<file path="src/rtl/maxnet_pkg.sv">
// rtl/maxnet_pkg.sv - shared width default and FSM state encoding for the MaxNet I/O sequencer
// Purpose: common definitions imported by the sequencer and its slot bank.
// Contents: WIDTH_DEFAULT (candidate width), state_t (2-bit FSM encoding).
package maxnet_pkg;

  localparam int WIDTH_DEFAULT = 5;

  typedef enum logic [1:0] {
    S_FILL   = 2'd0,
    S_START  = 2'd1,
    S_WAIT   = 2'd2,
    S_RESULT = 2'd3
  } state_t;

endpackage

</file>
<file path="src/rtl/maxnet_slot_bank.sv">
// rtl/maxnet_slot_bank.sv - four candidate registers feeding the MaxNet datapath
// Purpose: holds X1..X4; one slot written per accepted input, all held otherwise.
// Ports:
//   clk, rst         clock, synchronous active-high reset (clears all slots)
//   wr_en            write the slot selected by wr_idx this cycle
//   wr_idx [1:0]     slot index, 0 -> X1 .. 3 -> X4
//   wr_data [W-1:0]  value to store
//   X1..X4 [W-1:0]   registered slot contents
module maxnet_slot_bank
  import maxnet_pkg::*;
#(
  parameter int WIDTH = WIDTH_DEFAULT
) (
  input  logic             clk,
  input  logic             rst,
  input  logic             wr_en,
  input  logic [1:0]       wr_idx,
  input  logic [WIDTH-1:0] wr_data,
  output logic [WIDTH-1:0] X1,
  output logic [WIDTH-1:0] X2,
  output logic [WIDTH-1:0] X3,
  output logic [WIDTH-1:0] X4
);

  always_ff @(posedge clk) begin
    if (rst) begin
      X1 <= '0;
      X2 <= '0;
      X3 <= '0;
      X4 <= '0;
    end else if (wr_en) begin
      case (wr_idx)
        2'd0:    X1 <= wr_data;
        2'd1:    X2 <= wr_data;
        2'd2:    X3 <= wr_data;
        default: X4 <= wr_data;
      endcase
    end
  end

endmodule

</file>
<file path="src/rtl/maxnet_io_sequencer.sv">
// rtl/maxnet_io_sequencer.sv - input collection, start/finish handshake and result return for MaxNet
// Purpose: gathers four candidates from a valid/ready stream, pulses start, waits for
//   finish (with settle window and watchdog), returns the winner on a valid/ready port.
// Ports:
//   clk, rst                    clock, synchronous active-high reset
//   in_data/in_valid/in_ready   candidate input stream (accepted only in FILL)
//   X1..X4                      candidates to the datapath, held outside FILL
//   start                       one-cycle pulse to the MaxNet controller
//   finish, max                 datapath convergence flag and winner value
//   res_data/res_valid/res_ready result stream; res_timeout=1 marks a watchdog expiry
module maxnet_io_sequencer
  import maxnet_pkg::*;
#(
  parameter int WIDTH    = WIDTH_DEFAULT,
  parameter int SETTLE   = 2,
  parameter int MAX_WAIT = 64
) (
  input  logic             clk,
  input  logic             rst,
  input  logic [WIDTH-1:0] in_data,
  input  logic             in_valid,
  output logic             in_ready,
  output logic [WIDTH-1:0] X1,
  output logic [WIDTH-1:0] X2,
  output logic [WIDTH-1:0] X3,
  output logic [WIDTH-1:0] X4,
  output logic             start,
  input  logic             finish,
  input  logic [WIDTH-1:0] max,
  output logic [WIDTH-1:0] res_data,
  output logic             res_valid,
  input  logic             res_ready,
  output logic             res_timeout
);

  localparam int               WDW      = $clog2(MAX_WAIT + 1);
  localparam logic [WDW-1:0]   SETTLE_W = WDW'(SETTLE);
  localparam logic [WDW-1:0]   LAST_W   = WDW'(MAX_WAIT - 1);

  state_t         state, state_nxt;
  logic [1:0]     cnt;
  logic [WDW-1:0] wdog;
  logic           accept_in;
  logic           finish_hit;
  logic           expire;

  assign accept_in = in_valid & in_ready;

  maxnet_slot_bank #(.WIDTH(WIDTH)) u_slots (
    .clk     (clk),
    .rst     (rst),
    .wr_en   (accept_in),
    .wr_idx  (cnt),
    .wr_data (in_data),
    .X1      (X1),
    .X2      (X2),
    .X3      (X3),
    .X4      (X4)
  );

  always_ff @(posedge clk) begin
    if (rst) state <= S_FILL;
    else     state <= state_nxt;
  end

  always_comb begin
    state_nxt  = state;
    in_ready   = 1'b0;
    start      = 1'b0;
    finish_hit = 1'b0;
    expire     = 1'b0;
    case (state)
      S_FILL: begin
        in_ready = 1'b1;
        if (in_valid && cnt == 2'd3) state_nxt = S_START;
      end
      S_START: begin
        start     = 1'b1;
        state_nxt = S_WAIT;
      end
      S_WAIT: begin
        // finish is masked while the datapath pipeline flushes; a late finish
        // beats the watchdog when both land on the final cycle
        finish_hit = finish && (wdog >= SETTLE_W);
        expire     = !finish_hit && (wdog == LAST_W);
        if (finish_hit || expire) state_nxt = S_RESULT;
      end
      default: begin
        if (res_valid && res_ready) state_nxt = S_FILL;
      end
    endcase
  end

  always_ff @(posedge clk) begin
    if (rst) begin
      cnt         <= 2'd0;
      wdog        <= '0;
      res_data    <= '0;
      res_valid   <= 1'b0;
      res_timeout <= 1'b0;
    end else begin
      // 2-bit counter wraps to 0 on the fourth accept
      if (accept_in) cnt <= cnt + 2'd1;

      if (state == S_START)     wdog <= '0;
      else if (state == S_WAIT) wdog <= wdog + WDW'(1);

      if (finish_hit) begin
        res_data    <= max;
        res_timeout <= 1'b0;
        res_valid   <= 1'b1;
      end else if (expire) begin
        res_data    <= '0;
        res_timeout <= 1'b1;
        res_valid   <= 1'b1;
      end else if (state == S_RESULT && res_ready) begin
        res_valid   <= 1'b0;
      end
    end
  end

endmodule

</file>
<file path="config.mk">
export PLATFORM = sky130hd
export DESIGN_NAME = maxnet_io_sequencer
export DESIGN_NICKNAME = d
export VERILOG_FILES = /design/src/rtl/maxnet_pkg.sv /design/src/rtl/maxnet_slot_bank.sv /design/src/rtl/maxnet_io_sequencer.sv
export SDC_FILE = /design/constraint.sdc
export NUM_CORES = 1
export LEC_CHECK = 0
export CAP_MARGIN = 20
export CORE_ASPECT_RATIO = 0.7
export CORE_MARGIN = 8
export CORE_UTILIZATION = 47
export DETAILED_ROUTE_END_ITERATION = 7
export PLACE_DENSITY_LB_ADDON = 0.15
export SLEW_MARGIN = 20
export SYNTH_ARGS = -nofsm -noshare
export SYNTH_HDL_FRONTEND = slang
export SYNTH_SLANG_ARGS = --single-unit
</file>
<file path="constraint.sdc">
create_clock -name clk -period 1.9 [get_ports clk]
set_input_delay 0.57 -clock clk [delete_from_list [all_inputs] [get_ports clk]]
set_output_delay 0.57 -clock clk [all_outputs]
set_load 0.005 [all_outputs]
</file>
Yosys cells after proc, flatten, opt, wreduce, memory -nomap -nowiden. Index checks and enable logic that the tools add are counted.

Input port bits: 15. Word-level logic and storage cells: 57. Bits in registers: 38.

Muxes and demuxes: 13. Bitwise logic cells: 2. Reductions and logical operators: 20. Magnitude comparators: 1. Equal/unequal tests: 9. $add $sub $neg: 2.

Operator list (number): $mux 5 (2); $eq 2x2->1 const B (4); $reduce_and 2->1 (4); $add 7x1->7 const B (1); $eq 7x6->1 const B (1); $ge 7x2->1 const B (1); $mux 1 (7); $mux 2 (3); $pmux 2 s3 (1); $logic_and 1x1->1 (5); $eq 2x1->1 const B (2); $logic_not 2->1 (2); $ne 2x2->1 const B (2); $reduce_bool 4->1 (1); $reduce_or 2->1 (2); $reduce_and 3->1 (1); $reduce_bool 3->1 (1); $reduce_or 3->1 (1); $add 2x1->2 const B (1); $reduce_bool 2->1 (1); $and 1x1->1 (1); $logic_not 1->1 (1); $logic_or 1x1->1 (1); $not 1->1 (1).

Longest topological paths before layout.
Depth after elaboration: 7. Mapped depth: 7.

Cells and area by module. A second synthesis with hierarchy kept.

Cell total of the unflattened synthesis: 164. Area, all modules: 1656.6 µm².

By module, submodules not included: maxnet_io_sequencer (sequential area each 360.3 µm², times used 1, area an instance 845.8 µm², cells an instance 90); maxnet_slot_bank (sequential area each 400.4 µm², times used 1, area an instance 810.8 µm², cells an instance 74).

Worst setup path after synthesis. OpenSTA, ideal clock, no wires.

Path kind: register to register. Start point: register state[0]. End point: register state[0]. Arrival: 1.433 ns. Slack: 0.396 ns. Cell stages (with the launch flop): 8. Path buffers: 1. Setup time: 0.072 ns. Data required time: 1.828 ns. Cells stage by stage: dfxtp_1 > inv_1 > ha_1 > buf_2 > nand3_1 > o21ai_0 > o21ai_2 > mux2i_1.

Longest elaborated chain between the ends: 3. Elaborated cells on any way between the ends: 8. Those cells by class: 4 x eq/ne; 1 x mux; 3 x reduce/logical.

RTL lines: start: declaration (RTL line maxnet_io_sequencer.sv:40) `state_t state, state_nxt;`; start signal: assignment (RTL line maxnet_io_sequencer.sv:63) `else state <= state_nxt;`; $eq 2x1->1 (tied with other cells) (RTL line maxnet_io_sequencer.sv:72) `case (state)`; $reduce_bool 4->1 (no source line) or $ne 2x2->1 (tied branches); $reduce_and 3->1 (no source line).

Several ways; a longest one is shown, not always the timed one. A chain may end at the register's enable or synchronous reset.

Worst setup path after layout.
Start point: register state[0]. End point: output port in_ready.

Longest elaborated chain between the ends: 2.

RTL lines: $logic_not 2->1 (RTL line maxnet_io_sequencer.sv:72); $mux 1 (RTL line maxnet_io_sequencer.sv:72); end: declaration (RTL line maxnet_io_sequencer.sv:22) `output logic in_ready,`.

No other way between the ends.

==> impl_metrics.tcl <==
set metrics [dict create \
    ios 44 \
    final.period_utilization_pct 95.6 \
    drtIter0Drc 102 \
    vdd_drop_max_uv 471 \
    clockBufferDepth 2 \
    power.density_mw_per_mm2 731 \
    clk_pin_slew_ns 0.07 \
    critPathLaunchType "flip-flop" \
    initial_core_util_pct 50.4 \
    drtPass1Iterations 4 \
    row_count 17 \
    yosys_most_used_dff "dfxtp_1" \
    clock-sinks 38 \
    die_x_um 86.1 \
    ys_ff_latch 38 \
    tightest_slew_ns 0.230 \
    nNetsFinal 242 \
    crit_chain "inv_1 -> ha_1 -> dlygate4sd2_1" \
    synth_area_leader_cell "dfxtp_1" \
    setup_slack_ns 0.0840 \
    r2r_end "state[0]" \
    ant_nets 0 \
    switching_share_pct 22.7 \
    internal_power_mw 1.29 \
    cts_tree "yes" \
    place_congestion 0.764 \
    hold_path.startpoint "res_valid" \
    nFillCells 243 \
    min_path_type "flip-flop to flip-flop" \
    r2r_cells 7 \
    slew-limit-headroom_pct 84.6 \
    syn_area_mm2 0.00162 \
    timing.hold.ws_ns 0.482 \
    reg2reg_slack_ns 0.26 \
    post-route-min-period_ns 1.82 \
    grt_max_degree 21 \
    power.total_mw 1.67 \
    fmaxAchievable_mhz 551 \
    htree_levels 2 \
    netlist.area_leader.share_pct 47.0 \
    synth_fp_nets 188 \
    holdPathEnd "res_valid" \
    cts_inserted_buffers 5 \
    antenna_cells 0 \
    cts_setup_buffers 0 \
    status "finished clean" \
    p_sw_mw 0.379 \
    grt_pass1_wl_mm 6.73 \
    synth_common_cells "dfxtp_1, nor2_1, mux2i_1, ha_1, nand2_1" \
    clkPwrFrac_pct 39.1 \
    clock_latency_ns 0.29 \
    post_drt_wl_per_cell_um 15.7 \
    grt_setup_unrepaired "false" \
    finalNonFillerCells 265 \
    ys_seq_area_share_pct 47.0 \
    cp_slowest_cell "dfxtp_2" \
    core_area_mm2 0.00321 \
    r2r_start "wdog[0]" \
    portBuffers 43 \
    final-max-slew-violation-count 0 \
    power_leakage_nw 0.986 \
    dieArea_mm2 0.00561 \
    finalSetupViolCount 0 \
    place.detailed.hpwl_mm 3.16 \
    fin_util_pct 71.0 \
    multiInputGateArea_um2 816 \
    slowest_delay_ns 0.39 \
    die_h_um 65.1 \
    seqCellArea_um2 763 \
    root_buffer "clkbuf_8" \
    synth_edf_count 0 \
    path_class "flip-flop to output pin" \
    netlist-cell-type-count 26 \
    fin_area_mm2 0.00228 \
    grt_remaining_overflow 0 \
    min_path_cells 2 \
    p_seq_share_pct 49.9 \
    grt_pass1_vias 1414 \
    hold_viol_final 0 \
    synth_area_leaders "dfxtp_1, mux2i_1, ha_1" \
    finalClockSkew_ns 0.00167 \
    via_count 1342 \
    worstPathMaxFanout 4 \
    wirelength_mm 4.16 \
    postSynth.asyncResetShare_pct 0 \
    placed_area_mm2 0.00216 \
    yosysWarnings 0 \
    drv_cap 0 \
    final_layout_size_suffix_gt1_share_pct 13.3 \
    avgSynthCellArea_um2 9.93 \
    holdBufCountCts 0 \
    vias_per_cell 5.06 \
    post-route-drc-count 0 \
    arrival_ns 1.25 \
    finalSetupTns_ns 0 \
    yosysMostFrequentCell "dfxtp_1" \
    antenna_found_initial 0 \
    synth_cells 163 \
    required_ns 1.33 \
    syn_to_final_growth_pct 41.0 \
    grt_usage_pct 15.5 \
    comb_power_share_pct 11.0 \
    pre_cts_slack_ns 0.0860 \
    end_kind "output pin" \
    placed_cells 257 \
]
[power groups by stage]
stage | registers (mW) | logic (mW) | clock network, mW
after CTS | 0.833 | 0.184 | 0.665
after floorplan | 0.850 | 0.0784 | 0
after detailed placement | 0.851 | 0.182 | 0
after global placement | 0.848 | 0.178 | 0
after global routing | 0.835 | 0.198 | 0.693
final | 0.833 | 0.183 | 0.652
[logic make-up (layout without fill, tap and decap cells)]
logic type	count (synthesis)	in the layout	share of synthesized area [%]
simple gates	55	55	16.1
fa+ha+maj	10	10	7.73
mux	22	22	13.6
buf+inv	13	68	3.33
flops	38	38	47.0
compound gates	20	20	9.51
xor+xnor	5	5	2.71
[sequential cells by signal, summed over array words and instances (netlist names)]
register     flops
cnt              2
res_data         5
res_timeout      1
res_valid        1
state            2
u_slots.X1       5
u_slots.X2       5
u_slots.X3       5
u_slots.X4       5
wdog             7
[repair_timing]
| item | CTS | global route |
|---|---|---|
| setup endpoints to repair | 2 | 0 |
| endpoints found under the hold margin | 0 | 0 |
| gates resized for setup | 7 | 0 |
[worst max-delay path, delay by kind of cell, from the launching register on]
family,cells,cell delay [ns]
flops,1,0.39
buf+inv,2,0.34
fa+ha+maj,1,0.22
[how the worst max path moves through the flow]
| stage | start | endpoint | cells past startpoint |
|---|---|---|---|
| floorplan | state[0] | state[0] | 7 |
| global placement | in_valid | u_slots.X1[3] | 5 |
| detailed placement | res_ready | state[0] | 5 |
| CTS | state[0] | in_ready | 3 |
| global route | state[0] | in_ready | 3 |
| finish | state[0] | in_ready | 3 |
[per-layer routing]
metal,share of wire [%],GRT usage [%]
met1,47,18.7
met2,46,23.9
met3,5.1,5.41
met4,1.7,7.83
met5,0,0
[cell type report]
cell class,instances,share of cell area (%)
clock buffers,8,4.83
inverters,6,0.987
multi-input cells,112,35.8
flip-flops and latches,38,33.5
well taps,47,2.58
repair buffers,54,22.4
[cells in the final DEF, fill, tap and decap left out, types with 5 or more instances in the layout]
| cell | count |
|---|---|
| dfxtp_1 | 36 |
| buf_4 | 11 |
| nand2_1 | 10 |
| clkbuf_8 | 8 |
| nor2_1 | 29 |
| ha_1 | 9 |
| mux2i_1 | 22 |
| o21ai_0 | 5 |
| a32o_1 | 5 |
| nand3_1 | 5 |
| clkdlybuf4s50_1 | 41 |
Note: power is estimated with default switching activity, not from simulation.
